## src/rtl/fifo_skew_ctrl_pkg.sv

```systemverilog
// fifo_skew_ctrl_pkg: shared state encodings and default sizes for the row-FIFO read scheduler
package fifo_skew_ctrl_pkg;
  typedef enum logic [1:0] {
    S_IDLE = 2'd0,
    S_RUN  = 2'd1,
    S_DONE = 2'd2
  } state_e;
  localparam int NUM_ROW_DEF    = 8;
  localparam int FIFO_DEPTH_DEF = 8;
endpackage

```

## src/rtl/fifo_skew_ctrl_if.sv

```systemverilog
// fifo_skew_ctrl_if: sequencer/FIFO-side signals of the skewed read scheduler
interface fifo_skew_ctrl_if #(
  parameter int NUM_ROW = 8,
  parameter int LEN_W   = 4
);
  logic               start_i;
  logic               abort_i;
  logic [LEN_W-1:0]   len_i;
  logic [NUM_ROW-1:0] empty_i;
  logic [NUM_ROW-1:0] rden_o;
  logic [NUM_ROW-1:0] valid_o;
  logic               busy_o;
  logic               done_o;
  logic               stall_o;
  modport master (
    output start_i, abort_i, len_i, empty_i,
    input  rden_o, valid_o, busy_o, done_o, stall_o
  );
  modport slave (
    input  start_i, abort_i, len_i, empty_i,
    output rden_o, valid_o, busy_o, done_o, stall_o
  );
endinterface

```

## src/rtl/fifo_skew_window.sv

```systemverilog
// fifo_skew_window: read window of one row, open while row <= t < row + len
module fifo_skew_window #(
  parameter int ROW   = 0,
  parameter int CNT_W = 5,
  parameter int LEN_W = 4
) (
  input  logic             run_i,
  input  logic [CNT_W-1:0] t_i,
  input  logic [LEN_W-1:0] len_i,
  output logic             win_o
);
  localparam logic [CNT_W:0] LO = (CNT_W+1)'(ROW);
  logic [CNT_W:0] t_x, hi;
  assign t_x   = {1'b0, t_i};
  assign hi    = LO + (CNT_W+1)'(len_i);
  assign win_o = run_i && (t_x >= LO) && (t_x < hi);
endmodule

```

## src/rtl/fifo_skew_ctrl.sv

```systemverilog
// fifo_skew_ctrl: drains len entries per row FIFO with a one-cycle-per-row diagonal skew;
// defining FIFO_SKEW_STALL_CNT_EN adds the saturating stall_cnt_o counter.
module fifo_skew_ctrl
  import fifo_skew_ctrl_pkg::*;
#(
  parameter int NUM_ROW    = NUM_ROW_DEF,
  parameter int FIFO_DEPTH = FIFO_DEPTH_DEF,
  parameter int LEN_W      = 4,
  parameter int CNT_W      = 5
) (
  input  logic clk,
  input  logic rst_n,
  fifo_skew_ctrl_if.slave bus
`ifdef FIFO_SKEW_STALL_CNT_EN
  ,
  output logic [15:0] stall_cnt_o
`endif
);
  localparam logic [LEN_W-1:0] MAX_LEN = LEN_W'(FIFO_DEPTH);
  state_e             state_q, state_d;
  logic [CNT_W-1:0]   t_q, t_d;
  logic [LEN_W-1:0]   len_q, len_d, len_clamp;
  logic [NUM_ROW-1:0] win, valid_q;
  logic               run, stall, last, accept;
  assign run       = state_q == S_RUN;
  assign len_clamp = (bus.len_i > MAX_LEN) ? MAX_LEN : bus.len_i;
  assign accept    = (state_q == S_IDLE) && bus.start_i && !bus.abort_i;
  assign last      = t_q == CNT_W'(len_q) + CNT_W'(NUM_ROW - 2);
  for (genvar g = 0; g < NUM_ROW; g++) begin : g_win
    fifo_skew_window #(.ROW(g), .CNT_W(CNT_W), .LEN_W(LEN_W)) u_win (
      .run_i(run),
      .t_i  (t_q),
      .len_i(len_q),
      .win_o(win[g])
    );
  end
  // one empty row inside its window freezes every row so the skew survives
  assign stall       = |(win & bus.empty_i);
  assign bus.rden_o  = (stall || bus.abort_i) ? '0 : win;
  assign bus.stall_o = run && stall;
  assign bus.busy_o  = (state_q == S_RUN) || (state_q == S_DONE);
  assign bus.done_o  = (state_q == S_DONE) && !bus.abort_i;
  assign bus.valid_o = valid_q;
  always_comb begin
    state_d = state_q;
    t_d     = t_q;
    len_d   = len_q;
    if (bus.abort_i) begin
      state_d = S_IDLE;
      t_d     = '0;
    end else if (accept) begin
      state_d = (bus.len_i == '0) ? S_DONE : S_RUN;
      len_d   = len_clamp;
      t_d     = '0;
    end else if (run && !stall) begin
      state_d = last ? S_DONE : S_RUN;
      t_d     = last ? '0 : t_q + CNT_W'(1);
    end else if (state_q == S_DONE) begin
      state_d = S_IDLE;
    end
  end
  always_ff @(posedge clk or negedge rst_n) begin
    if (!rst_n) begin
      state_q <= S_IDLE;
      t_q     <= '0;
      len_q   <= '0;
      valid_q <= '0;
    end else begin
      state_q <= state_d;
      t_q     <= t_d;
      len_q   <= len_d;
      valid_q <= bus.rden_o;
    end
  end
`ifdef FIFO_SKEW_STALL_CNT_EN
  logic [15:0] stall_cnt_q;
  always_ff @(posedge clk or negedge rst_n) begin
    if (!rst_n) stall_cnt_q <= '0;
    else if (accept) stall_cnt_q <= '0;
    else if (bus.stall_o && stall_cnt_q != 16'hFFFF) stall_cnt_q <= stall_cnt_q + 16'd1;
  end
  assign stall_cnt_o = stall_cnt_q;
`endif
endmodule

```

## src/flat_wrapper.sv

```systemverilog
// flat-port wrapper written by rule: the top's interface ports become plain ports
module fifo_skew_ctrl_flat import fifo_skew_ctrl_pkg::*;
#(
  parameter int NUM_ROW    = NUM_ROW_DEF,
  parameter int FIFO_DEPTH = FIFO_DEPTH_DEF,
  parameter int LEN_W      = 4,
  parameter int CNT_W      = 5
)
  (clk, rst_n, bus_start_i, bus_abort_i, bus_len_i, bus_empty_i, bus_rden_o, bus_valid_o, bus_busy_o, bus_done_o, bus_stall_o);
  fifo_skew_ctrl_if #(.NUM_ROW(NUM_ROW), .LEN_W(LEN_W)) bus_i ();
  input  logic clk;
  input  logic rst_n;
  input wire logic [$bits(bus_i.start_i)-1:0] bus_start_i;
  input wire logic [$bits(bus_i.abort_i)-1:0] bus_abort_i;
  input wire logic [$bits(bus_i.len_i)-1:0] bus_len_i;
  input wire logic [$bits(bus_i.empty_i)-1:0] bus_empty_i;
  output wire logic [$bits(bus_i.rden_o)-1:0] bus_rden_o;
  output wire logic [$bits(bus_i.valid_o)-1:0] bus_valid_o;
  output wire logic [$bits(bus_i.busy_o)-1:0] bus_busy_o;
  output wire logic [$bits(bus_i.done_o)-1:0] bus_done_o;
  output wire logic [$bits(bus_i.stall_o)-1:0] bus_stall_o;
  assign bus_i.start_i = bus_start_i;
  assign bus_i.abort_i = bus_abort_i;
  assign bus_i.len_i = bus_len_i;
  assign bus_i.empty_i = bus_empty_i;
  assign bus_rden_o = bus_i.rden_o;
  assign bus_valid_o = bus_i.valid_o;
  assign bus_busy_o = bus_i.busy_o;
  assign bus_done_o = bus_i.done_o;
  assign bus_stall_o = bus_i.stall_o;
  fifo_skew_ctrl #(.NUM_ROW(NUM_ROW), .FIFO_DEPTH(FIFO_DEPTH), .LEN_W(LEN_W), .CNT_W(CNT_W)) u_core (.clk(clk), .rst_n(rst_n), .bus(bus_i));
endmodule
```

## config.mk

```make
export PLATFORM = sky130hd
export DESIGN_NAME = fifo_skew_ctrl_flat
export DESIGN_NICKNAME = d
export VERILOG_FILES = /design/src/rtl/fifo_skew_ctrl_pkg.sv /design/src/rtl/fifo_skew_ctrl_if.sv /design/src/rtl/fifo_skew_window.sv /design/src/rtl/fifo_skew_ctrl.sv /design/src/flat_wrapper.sv
export SDC_FILE = /design/constraint.sdc
export NUM_CORES = 1
export LEC_CHECK = 0
export CORE_AREA = 2 2 54 93
export CTS_BUF_LIST = sky130_fd_sc_hd__clkbuf_4 sky130_fd_sc_hd__clkbuf_8 sky130_fd_sc_hd__clkbuf_16
export CTS_CLUSTER_SIZE = 28
export DETAILED_ROUTE_END_ITERATION = 6
export DIE_AREA = 0 0 56 95
export PLACE_DENSITY = 0.68
export SETUP_SLACK_MARGIN = 0.4
export SYNTH_ARGS = -nofsm -noshare
export SYNTH_HDL_FRONTEND = slang
export SYNTH_SLANG_ARGS = --single-unit
```

## constraint.sdc

```tcl
create_clock -name clk -period 5.1 [get_ports clk]
set_input_delay 1.275 -clock clk [delete_from_list [all_inputs] [get_ports clk]]
set_output_delay 1.275 -clock clk [all_outputs]
set_load 0.1 [all_outputs]
```

## Word level (Yosys, flattened, before mapping)

Index checks and enable logic that the tools add are counted.

| word-level totals | value |
|---|---|
| register bits after elaboration | 19 |
| bits in read-only memories | 0 |
| memories kept | 0 |
| input bits | 16 |
| output and inout bits | 19 |
| bits in latches | 0 |
| bits in writable memories | 0 |

| cells by class | value |
|---|---|
| reductions and logical operators | 31 |
| equality and inequality tests | 3 |
| shift operators | 0 |
| magnitude comparators | 17 |
| div/mod/pow operators | 0 |
| mux-type cells | 12 |
| bitwise gates (word level) | 2 |
| multipliers | 0 |
| add/sub/neg operators | 9 |

Operators with widths:

| kind | count |
|---|---|
| less-than comparator 5 x 6 -> 1 bit | 7 |
| logical AND 1 bit | 21 |
| adder 3 x 4 -> 5 bit (first input constant) | 4 |
| greater-or-equal comparator 5 x 3 -> 1 bit (second input constant) | 4 |
| two-way mux 5 bit | 4 |
| two-way mux 2 bit | 6 |
| adder 2 x 4 -> 5 bit (first input constant) | 2 |
| greater-or-equal comparator 5 x 1 -> 1 bit (second input constant) | 2 |
| greater-or-equal comparator 5 x 2 -> 1 bit (second input constant) | 2 |
| bitwise AND 8 bit | 1 |
| two-way mux 8 bit | 1 |
| OR reduction 8 bit | 1 |
| adder 1 x 4 -> 5 bit (first input constant) | 1 |
| adder 4 x 3 -> 5 bit (second input constant) | 1 |
| adder 5 x 1 -> 5 bit (second input constant) | 1 |
| == test 5 bit | 1 |
| less-than comparator 5 x 4 -> 1 bit | 1 |
| > comparator 4 bit (second input constant) | 1 |
| logical NOT 4 bit | 1 |
| two-way mux 4 bit | 1 |
| nonzero test 4 bit | 1 |
| nonzero test 3 bit | 1 |
| == test 2 x 1 -> 1 bit (second input constant) | 1 |
| == test 2 bit (second input constant) | 1 |
| other kinds (5) | 7 |

## Longest topological paths before layout

Gate-level depths: netlist of run 1.

| depth | value |
|---|---|
| word-level depth | 10 |
| depth in mapped cells | 12 |
| mapped depth without buffers | 12 |

## By module

Synthesis of run 1 repeated with hierarchy kept, for this count alone.

| second synthesis, totals | value |
|---|---|
| cells, all modules | 236 |
| area, all modules | 2088.3 um^2 |

Modules (own cells, without submodules):

| module | area each (um^2) | sequential area each (um^2) | times used | cells each |
|---|---|---|---|---|
| fifo_skew_ctrl | 1017.2 | 475.5 | 1 | 99 |
| fifo_skew_window at u_core.g_win[7].u_win | 160.2 | 0.0 | 1 | 20 |
| fifo_skew_window at u_core.g_win[5].u_win | 155.1 | 0.0 | 1 | 19 |
| fifo_skew_window at u_core.g_win[3].u_win | 153.9 | 0.0 | 1 | 19 |
| fifo_skew_window at u_core.g_win[1].u_win | 143.9 | 0.0 | 1 | 19 |
| fifo_skew_window at u_core.g_win[6].u_win | 131.4 | 0.0 | 1 | 17 |
| fifo_skew_window at u_core.g_win[2].u_win | 126.4 | 0.0 | 1 | 16 |
| fifo_skew_window at u_core.g_win[4].u_win | 118.9 | 0.0 | 1 | 16 |
| fifo_skew_window at u_core.g_win[0].u_win | 81.3 | 0.0 | 1 | 11 |

## Worst setup path before layout of run 1

OpenSTA, ideal clock, no wires.

| timing path | value |
|---|---|
| path type | flip-flop to output port |
| start | register u_core.len_q[2] |
| end | output port bus_rden_o[4] |
| cell stages (with the launch flop) | 13 |
| data arrival time | 4815 ps |
| setup slack | -990 ps |
| path through | dfrtp_1 -> inv_1 -> ha_1 -> nand2_1 -> nand2_1 -> xnor2_1 -> ha_1 -> o2111a_1 -> a2111oi_0 -> a31o_2 -> or3_4 -> or3_4 -> nor3_1 |

| on the way | value |
|---|---|
| word-level cells in the longest chain between the ends | 7 |

RTL lines:

| what | line | text |
|---|---|---|
| from (decl) | fifo_skew_ctrl.sv:22 | `logic [LEN_W-1:0] len_q, len_d, len_clamp;` |
| from (signal assigned) | fifo_skew_ctrl.sv:71 | `len_q <= len_d;` |
| adder 1 x 4 -> 5 bit, or another cell as far along | fifo_skew_window.sv:15 | `assign hi = LO + (CNT_W+1)'(len_i);` |
| less-than comparator 5 x 6 -> 1 bit | fifo_skew_window.sv:16 | `assign win_o = run_i && (t_x >= LO) && (t_x < hi);` |
| logical AND 1 bit | fifo_skew_window.sv:16 |  |
| bitwise AND 8 bit | fifo_skew_ctrl.sv:38 | `assign stall = \|(win & bus.empty_i);` |
| OR reduction 8 bit | fifo_skew_ctrl.sv:38 |  |
| logical OR 1 bit | fifo_skew_ctrl.sv:39 | `assign bus.rden_o = (stall \|\| bus.abort_i) ? '0 : win;` |
| two-way mux 8 bit * | fifo_skew_ctrl.sv:39 |  |
| to (decl) | flat_wrapper.sv:17 | `output wire logic [$bits(bus_i.rden_o)-1:0] bus_rden_o;` |

Mark *: on every way between the ends. The rest lies on a longest branch, timed or not.

## Worst setup path after layout of run 1

| timing path | value |
|---|---|
| start | input port bus_empty_i[6] |
| end | output port bus_rden_o[6] |

| on the way | value |
|---|---|
| word-level cells in the longest chain between the ends | 4 |

RTL lines:

| what | line | text |
|---|---|---|
| from (decl) | flat_wrapper.sv:16 | `input wire logic [$bits(bus_i.empty_i)-1:0] bus_empty_i;` |
| bitwise AND 8 bit | fifo_skew_ctrl.sv:38 |  |
| OR reduction 8 bit | fifo_skew_ctrl.sv:38 |  |
| logical OR 1 bit | fifo_skew_ctrl.sv:39 |  |
| two-way mux 8 bit | fifo_skew_ctrl.sv:39 |  |

Every way passes these cells.

==> impl_metrics.json, run 1 <==
{
  "grt_pass1_vias": 1738,
  "period_share_pct": 91.9,
  "firstDrtPassIters": 4,
  "hp-class": "flip-flop to flip-flop",
  "final_common_cell": "ha_1",
  "cp.arrival_ns": 3.41,
  "ys_ff_latch": 19,
  "core_um2": 4620,
  "drt-initial-drc-count": 26,
  "yosys.area.top_type": "ha_1",
  "cts.sinks": 19,
  "irDropWorstVdd_mv": 0.268,
  "final_max_slew_viol_count": 0,
  "crit_fanout": 3,
  "synth.distinct_cells": 48,
  "insertion_delay_ns": 0.26,
  "synth_cells": 219,
  "synthArstFlopShare_pct": 100,
  "nets": 325,
  "antenna_found_initial": 0,
  "synth_ff_type": "dfrtp_1",
  "multi_input_area_um2": 1560,
  "cts_buffer_depth": 2,
  "pre_cts_slack_ns": 0.373,
  "final_area_um2": 2720,
  "ys_warn_count": 0,
  "routed_wl_um": 5070,
  "wire_per_inst_um": 16.0,
  "gp_congestion": 0.855,
  "fin_skew_ns": 0.00491,
  "path_clk_slew_ns": 0.08,
  "track_usage_pct": 19.7,
  "cts_tree": "done",
  "layout_common_cells": "ha_1, clkdlybuf4s50_1, nand2_1",
  "cts-buffers-inserted": 3,
  "die_h_um": 95,
  "num_rows": 33,
  "h-tree-depth": 1,
  "hpwlAfterDp_um": 4070,
  "overflow": 0,
  "synth_edf_count": 0,
  "synth.top_cell.area_share_pct": 27.7,
  "rsz0062_at_grt": "true",
  "die_w_um": 56,
  "endpoint_kind": "output pin",
  "antenna_left": 0,
  "synth_fp_nets": 279,
  "grt_pass1_wl_um": 8180,
  "maxSlewHeadroom_pct": 35.6,
  "avgSynthCellArea_um2": 9.08,
  "ioPinCount": 35,
  "r2r_setup_slack_ns": 1.97,
  "drcViolationCount": 0,
  "initial_core_util_pct": 43.0,
  "critPathKind": "input pin to output pin",
  "p_per_area_nw_per_um2": 248,
  "start_kind": "input pin",
  "fp.dieArea_um2": 5320,
  "regArea_um2": 480,
  "layout-drive-gt1-share_pct": 23.9,
  "hold_viol": 0,
  "outcome": "finished clean",
  "avgViaCountPerCell": 5.58,
  "finalWorstSetupSlack_ns": 0.416,
  "final-setup-viol-count": 0,
  "synthesis.area_um2": 1990,
  "p_leak_nw": 1.21,
  "cap_violations": 0,
  "max_freq_mhz": 213,
  "worst_pin_slew_ns": 0.964,
  "min_period_ns": 4.68,
  "areaGrowthSynthToFinish_pct": 36.7,
  "nFillCells": 394,
  "netlist_top_cells_area": "ha_1, dfrtp_1, nand2_1",
  "port_buffers": 34,
  "finalSetupTns_ns": 0,
  "n_antenna_cell": 0,
  "required_ns": 3.83,
  "grt_max_degree": 20,
  "yosysSeqAreaShare_pct": 23.9,
  "cts-root-buf": "clkbuf_8",
  "dr_total_vias": 1764,
  "placed_cell_area_um2": 2560
}
[flip-flops by register name (all words and copies together), names as in the netlist]
signal              count
u_core.len_q            4
u_core.bus.valid_o      8
u_core.t_q              5
u_core.state_q          2
[critical path, cell delays in order]
cell	delay [ns]
clkdlybuf4s50_1	0.43
nor4b_1	0.15
nand3_1	0.10
o2111ai_2	0.14
or3_4	0.39
or3_4	0.38
and4b_2	0.34
buf_12	0.18
[synth_stat cells, types with 3 or more instances]
cell       instances
a211oi_1           5
a21o_1             4
a21oi_1            9
dfrtp_1           19
ha_1              44
inv_1             19
mux2i_1            3
nand2_1           22
nand2b_1           6
nand3_1            6
nand3b_1           3
nor2_1            12
nor2b_1            4
nor3_1             4
o2111ai_1          3
o21ai_0            5
o22ai_1            5
or3_1              3
or3_4              3
xnor2_1            6
[metrics by stage]
stage,total power [mW],hold slack [ns],std cells,util (%)
after floorplan,0.436,0.550,219,-
after global placement,0.521,0.597,304,55.4
after detailed placement,0.526,0.600,304,55.4
after CTS,0.654,0.639,315,57.6
after global routing,0.726,0.670,316,58.8
final,0.673,0.637,316,58.8
[final cells by class]
| class | count | area share, % |
|---|---|---|
| clock buffers | 3 | 1.52 |
| clock inverters | 1 | 0.184 |
| inverters | 19 | 2.90 |
| multi-input cells | 179 | 57.6 |
| flip-flops and latches | 19 | 17.7 |
| well taps | 52 | 2.39 |
| repair buffers | 43 | 17.8 |
[power breakdown]
part | switching, mW | internal, mW | total (mW)
Sequential | 0.0207 | 0.163 | 0.183
Combinational | 0.218 | 0.161 | 0.379
Clock | 0.0559 | 0.0544 | 0.110
[layer usage]
layer / part of all wire, % / track usage, % / vias to the layer above
li1: - / - / 885
met1: 37 / 20.1 / 813
met2: 56 / 39.3 / 50
met3: 3.1 / 1.92 / 16
met4: 4.2 / 8.73 / 0
met5: 0 / 0 / -
[cells by family after synthesis]
group,after synthesis,share of synthesized area [%]
AOI/OAI and AO/OA,45,17.1
muxes,4,2.08
DFF,19,23.9
buffers and inverters,21,3.96
xor gates and xnor gates,8,3.52
adders and majority gates,44,27.7
and+or+nand+nor,78,21.8
[path summary, 6_finish.rpt]
check,startpoint,end,cells after the start
max,bus_empty_i[6],bus_rden_o[6],8
min,u_core.len_q[0],u_core.len_q[0],3
max reg2reg,u_core.len_q[1],u_core.state_q[0],11
min reg2reg,u_core.len_q[0],u_core.len_q[0],3
max in group asynchronous,rst_n,u_core.len_q[2],1
min in group asynchronous,rst_n,u_core.t_q[4],1
[what timing repair did]
action | CTS | global route
hold buffers | 0 | 0
resized for setup | 1 | 7
setup endpoints to repair | 2 | 2
cloned | 0 | 0
pin swaps | 1 | 0
buffers inserted | 7 | 1
No activity file was read; power rests on OpenSTA's default activity.
==> run 2, diff against run 1 <==
--- a/config.mk
+++ b/config.mk
@@ -11,6 +11,7 @@
 export DETAILED_ROUTE_END_ITERATION = 6
 export DIE_AREA = 0 0 56 95
 export PLACE_DENSITY = 0.68
+export RECOVER_POWER = 100
 export SETUP_SLACK_MARGIN = 0.4
 export SYNTH_ARGS = -nofsm -noshare
 export SYNTH_HDL_FRONTEND = slang
==> run 2 against run 1 <==
Compared with the run above: worst setup slack worse by 0.11 ns; core utilization is 2.6 points lower; cell count stayed put; first-iteration DRC count is 62% higher; highest routed layer unchanged; clock skew is 0.00051 ns higher; routed wire length stayed put; fmax is 2.2% lower.
==> impl_metrics.json, run 2 (synthesized netlist as in run 1, its figures left out) <==
{
  "cts-root-buf": "clkbuf_8",
  "hold_path_end": "u_core.len_q[0]",
  "hold_viol": 0,
  "n_antenna_cell": 0,
  "cpPeakStageDelay_ns": 0.47,
  "core_um2": 4620,
  "wl_met1_um": 1840,
  "track_usage_pct": 19.7,
  "cts-buffers-inserted": 3,
  "grt_pass1_vias": 1738,
  "r2r_setup_slack_ns": 1.49,
  "timing.rr.end": "u_core.state_q[0]",
  "cp.arrival_ns": 3.52,
  "routed_wl_um": 5070,
  "max_freq_mhz": 209,
  "rsz0062_at_grt": "true",
  "r2r_cells": 11,
  "wire_per_inst_um": 16.0,
  "irDropWorstVdd_mv": 0.266,
  "antenna_found_initial": 0,
  "cp_cell_sequence": "inv_4 -> ha_1 -> ha_1 -> nor2b_1 -> o2111a_1 -> a2111oi_1 -> buf_4 -> a31o_2 -> or3_4 -> or3_4 -> and4b_1 -> clkbuf_4",
  "outcome": "finished clean",
  "hold_path_depth": 3,
  "path_clk_slew_ns": 0.08,
  "cap_violations": 0,
  "firstDrtPassIters": 4,
  "overflow": 0,
  "worst_pin_slew_ns": 1.44,
  "endpoint_kind": "output pin",
  "required_ns": 3.83,
  "insertion_delay_ns": 0.26,
  "grt_pass1_wl_um": 8180,
  "final_common_cell": "ha_1",
  "dr_total_vias": 1768,
  "wl_met2_um": 2850,
  "maxSlewHeadroom_pct": 2.97,
  "die_h_um": 95,
  "initial_core_util_pct": 43.0,
  "cts.sinks": 19,
  "areaGrowthSynthToFinish_pct": 30.6,
  "cts_tree": "done",
  "ioPinCount": 35,
  "port_buffers": 34,
  "finalSetupTns_ns": 0,
  "p_per_area_nw_per_um2": 254,
  "hpwlAfterDp_um": 4070,
  "nFillCells": 417,
  "hp-class": "flip-flop to flip-flop",
  "cts_buffer_depth": 2,
  "final-setup-viol-count": 0,
  "drcViolationCount": 0,
  "timing.rr.start": "u_core.len_q[1]",
  "avgViaCountPerCell": 5.59,
  "largest_register_ffs": 8,
  "drt-initial-drc-count": 42,
  "postLayoutCoreUtil_pct": 56.1,
  "grt_max_degree": 20,
  "wl_met3_um": 167,
  "critPathKind": "flip-flop to output pin",
  "fp.dieArea_um2": 5320,
  "fin_skew_ns": 0.00542,
  "die_w_um": 56,
  "min_from": "u_core.len_q[0]",
  "antenna_left": 0,
  "slowest_stage": "dfrtp_2",
  "h-tree-depth": 1,
  "crit_fanout": 5,
  "period_share_pct": 94.0,
  "hold_slack_ns": 0.638,
  "final_max_slew_viol_count": 0,
  "layout_common_cells": "ha_1, nand2_1, inv_1",
  "num_rows": 33,
  "layout-drive-gt1-share_pct": 20.1,
  "p_leak_nw": 1.22,
  "nets": 325,
  "cts_hold_buf": 0,
  "start_kind": "flip-flop",
  "gp_congestion": 0.855,
  "highest_layer": "met4",
  "min_period_ns": 4.79
}
==> run 2: report_power, final <==
group          internal (mW)  leakage (nW)  switching (mW)
combinational          0.154         0.938           0.212
sequential             0.163         0.253          0.0206
clock                 0.0544        0.0255          0.0554
total                  0.371          1.22           0.288
==> run 2: layout make-up <==
class / count / area, µm² / area share, %
Tap cell: 52 / 65.1 / 2.51
Multi-Input combinational cell: 179 / 1520 / 58.6
Clock inverter: 1 / 5.00 / 0.193
Inverter: 19 / 78.8 / 3.04
Sequential cell: 19 / 480 / 18.5
Timing Repair Buffer: 43 / 404 / 15.6
Clock buffer: 3 / 41.3 / 1.59
==> run 2: critical path, delay by kind of cell, from the launching register on <==
kind | cells | cell delay [ns]
AO/OA/AOI/OAI | 3 | 0.45
adder cells (fa/ha/maj) | 2 | 0.53
buffers and inverters | 3 | 0.62
flip-flops | 1 | 0.47
AND/OR/NAND/NOR | 4 | 1.18
==> run 2: per-layer routing <==
layer	track usage (%)	up-vias
met4	8.73	0
met3	1.92	16
met1	20.1	820
li1	-	883
met5	0	-
met2	39.3	49
==> run 2: worst max-delay path by stage <==
| stage | endpoint | slack (ns) | from | cells after the start |
|---|---|---|---|---|
| after floorplan | bus_rden_o[5] | 0.1 | bus_empty_i[4] | 6 |
| after detailed placement | bus_rden_o[6] | 0.37 | bus_empty_i[6] | 8 |
| final | bus_rden_o[6] | 0.31 | u_core.len_q[1] | 12 |
| after CTS | bus_rden_o[6] | 0.43 | bus_empty_i[6] | 8 |
| after global routing | bus_rden_o[0] | 0.17 | u_core.len_q[1] | 12 |
| after global placement | bus_rden_o[6] | 0.39 | bus_empty_i[4] | 8 |
==> run 2: metrics by stage <==
stage                     power, mW  area [µm²]  worst slack (ns)  std cells
after floorplan               0.436        2080            0.0997        219
after global placement        0.521        2560             0.385        304
after detailed placement      0.526        2560             0.373        304
after CTS                     0.654        2670             0.429        315
after global routing          0.714        2600             0.168        316
final                         0.660        2600             0.308        316
==> run 2: what timing repair did <==
item                       4_1_cts  5_1_grt
pin swaps                        1        0
setup endpoints to repair        2        2
resized for setup                1        7
buffers inserted                 7        1
==> run 3, diff against run 2 <==
--- a/config.mk
+++ b/config.mk
@@ -5,6 +5,7 @@
 export SDC_FILE = /design/constraint.sdc
 export NUM_CORES = 1
 export LEC_CHECK = 0
+export ABC_AREA = 0
 export CORE_AREA = 2 2 54 93
 export CTS_BUF_LIST = sky130_fd_sc_hd__clkbuf_4 sky130_fd_sc_hd__clkbuf_8 sky130_fd_sc_hd__clkbuf_16
 export CTS_CLUSTER_SIZE = 28
@@ -13,6 +14,7 @@
 export PLACE_DENSITY = 0.68
 export RECOVER_POWER = 100
 export SETUP_SLACK_MARGIN = 0.4
+export SKIP_LAST_GASP = 1
 export SYNTH_ARGS = -nofsm -noshare
 export SYNTH_HDL_FRONTEND = slang
 export SYNTH_SLANG_ARGS = --single-unit
==> results of run 3 <==
No change in the layout: final DEF, timing and power equal those of run 2.
